## src/rtl/uart_tx_frame_if.sv

```systemverilog
// rtl/uart_tx_frame_if.sv - word handshake between the byte producer and uart_tx_frame
interface uart_tx_frame_if #(
   parameter int DATA_BITS = 8
);
   logic                 tx_valid;
   logic [DATA_BITS-1:0] tx_data;
   logic                 tx_ready;

   modport master (output tx_valid, output tx_data, input tx_ready);
   modport slave  (input tx_valid, input tx_data, output tx_ready);
endinterface

```

## src/rtl/uart_tx_frame.sv

```systemverilog
// rtl/uart_tx_frame.sv - UART frame serialiser: start, LSB-first data, optional parity, stop bits
// Optional parity bit compiled in with macro UART_TX_PARITY_EN.
module uart_tx_frame #(
   parameter int BAUD_DIV   = 501,
   parameter int DATA_BITS  = 8,
   parameter int STOP_BITS  = 1,
   parameter int PARITY_ODD = 0
) (
   input  logic           clk,
   input  logic           rst,
   uart_tx_frame_if.slave tx_if,
   output logic           txd,
   output logic           tx_busy,
   output logic           tx_done
);
   localparam int CNT_W = $clog2(BAUD_DIV);
   localparam int IDX_W = $clog2(DATA_BITS);
   localparam logic [CNT_W-1:0] BAUD_LAST = CNT_W'(BAUD_DIV - 1);
   localparam logic [IDX_W-1:0] IDX_LAST  = IDX_W'(DATA_BITS - 1);
   localparam logic [1:0]       STOP_LAST = 2'(STOP_BITS - 1);

   generate
      if (BAUD_DIV < 2 || DATA_BITS < 5 || DATA_BITS > 9 || STOP_BITS < 1 || STOP_BITS > 2 ||
          PARITY_ODD < 0 || PARITY_ODD > 1) begin : g_bad_param
         $error("uart_tx_frame: illegal parameter value");
      end
   endgenerate

`ifdef UART_TX_PARITY_EN
   typedef enum logic [2:0] {S_IDLE, S_START, S_DATA, S_PARITY, S_STOP} state_t;
   logic r_par;
`else
   typedef enum logic [2:0] {S_IDLE, S_START, S_DATA, S_STOP} state_t;
`endif

   state_t               r_state;
   logic [CNT_W-1:0]     r_baud;
   logic [IDX_W-1:0]     r_idx;
   logic [DATA_BITS-1:0] r_shift;
   logic [1:0]           r_stop;
   logic                 r_txd;
   logic                 r_done;
   logic                 w_bit_end;
   logic                 w_accept;

   assign w_bit_end      = (r_baud == BAUD_LAST);
   assign w_accept       = tx_if.tx_valid && (r_state == S_IDLE);
   assign tx_if.tx_ready = (r_state == S_IDLE);
   assign tx_busy        = (r_state != S_IDLE);
   assign txd            = r_txd;
   assign tx_done        = r_done;

   // r_txd is loaded with the value of the bit that starts on the same edge,
   // so the line changes exactly when the state does.
   always_ff @(posedge clk or posedge rst) begin
      if (rst) begin
         r_state <= S_IDLE;
         r_baud  <= '0;
         r_idx   <= '0;
         r_shift <= '0;
         r_stop  <= '0;
         r_txd   <= 1'b1;
         r_done  <= 1'b0;
`ifdef UART_TX_PARITY_EN
         r_par   <= 1'b0;
`endif
      end else begin
         r_done <= 1'b0;
         if (w_accept || w_bit_end) begin
            r_baud <= '0;
         end else if (r_state != S_IDLE) begin
            r_baud <= r_baud + 1'b1;
         end
         case (r_state)
            S_IDLE: begin
               r_txd <= 1'b1;
               if (w_accept) begin
                  r_shift <= tx_if.tx_data;
`ifdef UART_TX_PARITY_EN
                  r_par   <= (^tx_if.tx_data) ^ 1'(PARITY_ODD);
`endif
                  r_txd   <= 1'b0;
                  r_state <= S_START;
               end
            end
            S_START: begin
               if (w_bit_end) begin
                  r_idx   <= '0;
                  r_txd   <= r_shift[0];
                  r_state <= S_DATA;
               end
            end
            S_DATA: begin
               if (w_bit_end) begin
                  r_shift <= r_shift >> 1;
                  if (r_idx == IDX_LAST) begin
`ifdef UART_TX_PARITY_EN
                     r_txd   <= r_par;
                     r_state <= S_PARITY;
`else
                     r_txd   <= 1'b1;
                     r_stop  <= '0;
                     r_state <= S_STOP;
`endif
                  end else begin
                     r_idx <= r_idx + 1'b1;
                     r_txd <= r_shift[1];
                  end
               end
            end
`ifdef UART_TX_PARITY_EN
            S_PARITY: begin
               if (w_bit_end) begin
                  r_txd   <= 1'b1;
                  r_stop  <= '0;
                  r_state <= S_STOP;
               end
            end
`endif
            S_STOP: begin
               if (w_bit_end) begin
                  if (r_stop == STOP_LAST) begin
                     r_done  <= 1'b1;
                     r_state <= S_IDLE;
                  end else begin
                     r_stop <= r_stop + 1'b1;
                  end
               end
            end
            default: begin
               r_txd   <= 1'b1;
               r_state <= S_IDLE;
            end
         endcase
      end
   end
endmodule

```

## src/flat_wrapper.sv

```systemverilog
// flat-port wrapper written by rule: the top's interface ports become plain ports
module uart_tx_frame_flat 
#(
   parameter int BAUD_DIV   = 501,
   parameter int DATA_BITS  = 8,
   parameter int STOP_BITS  = 1,
   parameter int PARITY_ODD = 0
)
  (clk, rst, txd, tx_busy, tx_done, tx_if_tx_valid, tx_if_tx_data, tx_if_tx_ready);
  uart_tx_frame_if #(.DATA_BITS(DATA_BITS)) tx_if_i ();
  input  logic clk;
  input  logic rst;
  output logic txd;
  output logic tx_busy;
  output logic tx_done;
  input wire logic [$bits(tx_if_i.tx_valid)-1:0] tx_if_tx_valid;
  input wire logic [$bits(tx_if_i.tx_data)-1:0] tx_if_tx_data;
  output wire logic [$bits(tx_if_i.tx_ready)-1:0] tx_if_tx_ready;
  assign tx_if_i.tx_valid = tx_if_tx_valid;
  assign tx_if_i.tx_data = tx_if_tx_data;
  assign tx_if_tx_ready = tx_if_i.tx_ready;
  uart_tx_frame #(.BAUD_DIV(BAUD_DIV), .DATA_BITS(DATA_BITS), .STOP_BITS(STOP_BITS), .PARITY_ODD(PARITY_ODD)) u_core (.clk(clk), .rst(rst), .tx_if(tx_if_i), .txd(txd), .tx_busy(tx_busy), .tx_done(tx_done));
endmodule
```

## config.mk

```make
export PLATFORM = sky130hd
export DESIGN_NAME = uart_tx_frame_flat
export DESIGN_NICKNAME = d
export VERILOG_FILES = /design/src/rtl/uart_tx_frame_if.sv /design/src/rtl/uart_tx_frame.sv /design/src/flat_wrapper.sv
export SDC_FILE = /design/constraint.sdc
export NUM_CORES = 1
export LEC_CHECK = 0
export ABC_AREA = 1
export CAP_MARGIN = 20
export CORE_MARGIN = 5
export CORE_UTILIZATION = 51
export DETAILED_ROUTE_END_ITERATION = 10
export GPL_TIMING_DRIVEN = 0
export PLACE_DENSITY_LB_ADDON = 0.12
export SETUP_SLACK_MARGIN = 0.4
export SLEW_MARGIN = 20
export SYNTH_ARGS = -nofsm -noshare
export SYNTH_HDL_FRONTEND = slang
export SYNTH_SLANG_ARGS = --single-unit
```

## constraint.sdc

```tcl
create_clock -name clk -period 1.51 [get_ports clk]
set_clock_uncertainty 0.1 [all_clocks]
set_input_delay 0.302 -clock clk [delete_from_list [all_inputs] [get_ports clk]]
set_output_delay 0.302 -clock clk [all_outputs]
set_load 0.05 [all_outputs]
```

==> Word-level counts from Yosys, hierarchy flattened <==
Cells that the tools add are included.
Widths: inputs -> output; s select.
{ "totals": {"reg_bits": 27, "latchBits": 0, "ramBits": 0, "romBits": 0, "inputBits": 11, "output_inout_bits": 4, "wordCells": 67, "n_memories": 0} }
{ "op_classes": {"add_sub_neg": 3, "n_mul": 0, "div": 0, "n_lt_le_gt_ge": 0, "n_eq_ne": 13, "shifts": 0, "n_mux": 29, "bitwise": 1, "reduce_logical": 14} }
{ "op_table": {"columns": ["cell", "count"], "rows": [
  ["$mux 3", 9],
  ["$mux 9", 2],
  ["$mux 8", 2],
  ["$pmux 8 s2", 1],
  ["$ne 2x1->1 const B", 6],
  ["$pmux 3 s4", 1],
  ["$add 9x1->9 const B", 1],
  ["$eq 9x9->1 const B", 1],
  ["$mux 2", 4],
  ["$reduce_bool 2->1", 4],
  ["$mux 1", 7],
  ["$eq 3x2->1 const B", 2],
  ["$pmux 3 s2", 1],
  ["$reduce_and 3->1", 2],
  ["$reduce_and 6->1", 1],
  ["$reduce_and 5->1", 1],
  ["$ne 2x2->1 const B", 2],
  ["$pmux 1 s4", 1],
  ["$pmux 2 s2", 1],
  ["$reduce_and 4->1", 1],
  ["$add 3x1->3 const B", 1],
  ["$eq 3x1->1 const B", 1],
  ["$eq 3x3->1 const B", 1],
  ["$logic_not 3->1", 1],
  ["6 further kinds", 6]
]} }

==> Logic depth before layout (Yosys ltp) <==
{ "logic_depth": {"ltp_word": 4, "mapped_depth": 10, "ltp_nobuf": 9} }

==> Least setup slack after synthesis <==
No wires, ideal clock.
{ "synth_timing": {"path_kind": "flip-flop to flip-flop", "from": "register u_core.r_state[0]", "to": "register u_core.r_baud[7]", "setup_ns": 0.114, "arrival_ns": 1.785, "required_ns": 1.296, "setup_slack_ns": -0.489, "stages_incl_launch_ff": 10, "path_buffers": 0, "synth_period_minus_slack_ns": 1.999, "path_cell_list": "dfrtp_1 -> inv_1 -> ha_1 -> inv_2 -> nand2_1 -> nor2_2 -> nand3_1 -> nand2_1 -> inv_1 -> nor2_1"} }
{ "synth_between": {"elab_chain_cells": 4, "word_cells_on_any_way": 6, "classes_between": "mux: 1; reduce/logical: 5"} }
{ "synth_lines": {"columns": ["item", "line", "source"], "rows": [
  ["start: declaration", "uart_tx_frame.sv:36", "state_t r_state;"],
  ["start signal: assignment", "uart_tx_frame.sv:57", "r_state <= S_IDLE;"],
  ["start signal: assignment", "uart_tx_frame.sv:83", "r_state <= S_START;"],
  ["start signal: assignment", "uart_tx_frame.sv:90", "r_state <= S_DATA;"],
  ["$logic_not 3->1 (*)", null, null],
  ["named net tx_if_tx_ready", "flat_wrapper.sv:18", "output wire logic [$bits(tx_if_i.tx_ready)-1:0] tx_if_tx_ready;"],
  ["$logic_and 1x1->1 (*)", "uart_tx_frame.sv:47", "assign w_accept = tx_if.tx_valid && (r_state == S_IDLE);"],
  ["$logic_or 1x1->1 (*)", "uart_tx_frame.sv:69", "if (w_accept || w_bit_end) begin"],
  ["$mux 9 / $reduce_bool 2->1 (equally long branches)", null, null],
  ["end signal: assignment", "uart_tx_frame.sv:72", "r_baud <= r_baud + 1'b1;"],
  ["end: declaration", "uart_tx_frame.sv:37", "logic [CNT_W-1:0] r_baud;"]
]} }
Mark *: on every way through the listed nets, which the timed path passes. The rest lies on a longest branch.
A chain may end at the register's enable or synchronous reset.

==> Final worst setup path <==
{ "layout_timing": {"from": "register u_core.r_state[1]", "to": "output tx_busy"} }
{ "layout_between": {"elab_chain_cells": 1} }
{ "layout_lines": {"columns": ["item", "line", "source"], "rows": [
  ["$reduce_bool 3->1", "uart_tx_frame.sv:49", "assign tx_busy = (r_state != S_IDLE);"],
  ["end: declaration", "flat_wrapper.sv:14", "output logic tx_busy;"]
]} }
No other way between the ends.

==> metrics.txt <==
status=complete, but fails checks; failing checks=negative setup slack; crit path time final=1.652 ns; critical path type=reg2out; Tot Pwr=4.079 mW; post-synthesis sequential area ratio=41.85%; WP buf/inv=3; Clock Tree Root=clkbuf_4; hold_buf cts=0; final core occ=74.88%; ant diodes=0; initial antenna violation count=0; RSZ-0062 raised after global routing=yes; number of buffers created by CTS=3; Slew headroom=62.17%; actual slew at the worst max-slew pin=0.5663 ns; FF-to-FF Start=u_core.r_state[1]$_DFFE_PP0P_; Total Neg Setup Slack=-1.777 ns; Final #Nets=272; Placed Cells incl. Taps=257; Synth warnings=0; TritonCTS clock tree=yes; MaxCap Viol Count=0; CP startpoint=u_core.r_state[1]$_DFFE_PP0P_; post-place setup slack=-0.4592 ns; Most used DFF post-synth=dfrtp_1; Vias=1,473; Synthesized Nets=230; max incr delay on CP=0.46 ns; core area=3003 sq um; Power Density=1814 nW/um^2; Fin. Hold Viols=0; Post-synth EDFFs=0; drt total wl=3846 microns; post-detail-place hpwl=2320 microns; grt total ovfl=0; vias in the first global route=1,469; largest net degree at the start of global routing=27; Synth Register Bits=26; number of remaining DRC errors=0; CP Launch Type=register; Vert. Die Dim=65.27 microns; Worst-path clk slew=0.15 ns; total I/O pin count=15; share of cells above drive strength 1=34.66%; Min Hold Slack=0.2494 ns; DR pass1 iterations=4; Final Max Tran Viols=0; clk_lat worst skew=0.33 ns; Die Footprint=4260 sq um; Final period util=109.4%; final instance area=2248 sq um; H-tree Lvls=1; Sink Count=26; Worst Path Max Fanout=4; vias per cell=5.187; Post-synth ARST share=100.0%; I/O Buffers=14; Gate Count Post-Synth=210; row cnt=20; Filler cells=211; library cells used by synthesis=24; Critical Path RT=1.11 ns; Hold Crit Class=in2async; syn_area_per_cell=7.418 sq um; mapped cell area=1558 sq um; CP Capture Type=output port; FMAX=605.4 MHz; Final WS setup=-0.1418 ns; family with the most delay on the worst path=flip-flops; setup violators final=20; Initial Util=51.87%; ANT nets after route=0; data arrival time of the critical path=1.25 ns; drt first-iter violations=68; slowest CP cell=dfrtp_1; VDD IR max=949.4 uV; non-filler cells, final=284; Placed Area=1818 sq um; Pleak=1.151 nW; P&R area growth vs syn=44.34%; clock buffer depth=2; GP Congestion=0.8811; crit-path cells=inv_2 -> ha_4 -> inv_8 -> buf_8; total global-route track usage=18.60%; chip width=65.27 microns; worst reg2reg setup slack=-0.14 ns; first-pass GRT wire length=6223 microns; WL/cell=13.54 microns
[logic make-up after synthesis]
group	Yosys count	share of synthesized area (%)
fa+ha+maj	9	7.229
compound gates	9	4.177
xor+xnor	2	1.125
buf+inv	30	8.032
flops	26	41.85
simple gates	134	37.59
[layout by cell type (no fill, tap or decap), types with 6 or more instances in the layout]
cell type	count
buf_4	21
nand2_4	9
clkdlybuf4s50_1	10
nor2_4	7
dfrtp_1	25
nor2_1	7
inv_1	17
nand4_1	6
nand3_1	15
nand2_1	75
inv_2	6
nand2_2	7
[per-layer routing]
| metal | vias up | routed length (microns) | share of wire [%] | GRT usage (%) |
|---|---|---|---|---|
| li1 | 733 | - | - | - |
| met1 | 701 | 1614 | 42 | 20.02 |
| met2 | 34 | 2068 | 54 | 35.15 |
| met3 | 5 | 110 | 2.9 | 4.786 |
| met4 | 0 | 53 | 1.4 | 5.699 |
| met5 | - | 0 | 0 | 0 |
[area by class of cell]
| class | instances | area (sq um) | share of cell area, % |
|---|---|---|---|
| clock buffers | 4 | 36.28 | 1.614 |
| well taps | 33 | 41.29 | 1.836 |
| multi-input cells | 154 | 1008 | 44.85 |
| repair buffers | 37 | 349.1 | 15.53 |
| inverters | 27 | 120.1 | 5.342 |
| flip-flops and latches | 26 | 651.9 | 28.99 |
| plain buffers | 3 | 41.29 | 1.836 |
[sequential cells by signal, summed over array words and instances (netlist names)]
register,cells
u_core.r_baud,9
u_core.r_idx,3
u_core.r_shift,8
u_core.r_state,2
u_core.r_stop,2
u_core.tx_done,1
u_core.txd,1
[synthesized netlist by cell type, types with 2 or more instances]
master,n,share of area [%]
nor2_1,13,3.1
inv_1,24,5.8
ha_1,9,7.2
a21oi_1,2,0.64
nand2_1,88,21
xor2_1,2,1.1
nand3_1,17,5.5
o21ai_0,3,0.96
nand2_4,3,2.2
inv_2,3,0.72
nand2_2,2,0.80
nand4_1,6,2.4
dfrtp_1,25,40
nor2_2,3,1.2
[timing repair]
item | in CTS | in global routing
pin swaps | 10 | 11
resized for setup | 61 | 19
gates cloned | 1 | 0
buffers inserted | 14 | 8
endpoints found under the setup margin | 56 | 30
[power breakdown]
group	leakage [nW]	switching [mW]	total (mW)	internal, mW
combinational	0.789	1.51	2.65	1.15
clock	0.0210	0.228	0.376	0.148
sequential	0.341	0.154	1.05	0.897
[worst paths after layout]
kind,endpoint,cells past startpoint
min,u_core.r_idx[0]$_DFFE_PP0P_,2
min in group clk,u_core.r_shift[3]$_DFFE_PP0P_,2
max,tx_busy,4
max in group asynchronous,u_core.txd$_DFFE_PP1P_,2
max reg2reg,u_core.r_shift[6]$_DFFE_PP0P_,8
min reg2reg,u_core.r_shift[3]$_DFFE_PP0P_,2
Power figures use the tool's default switching activity.
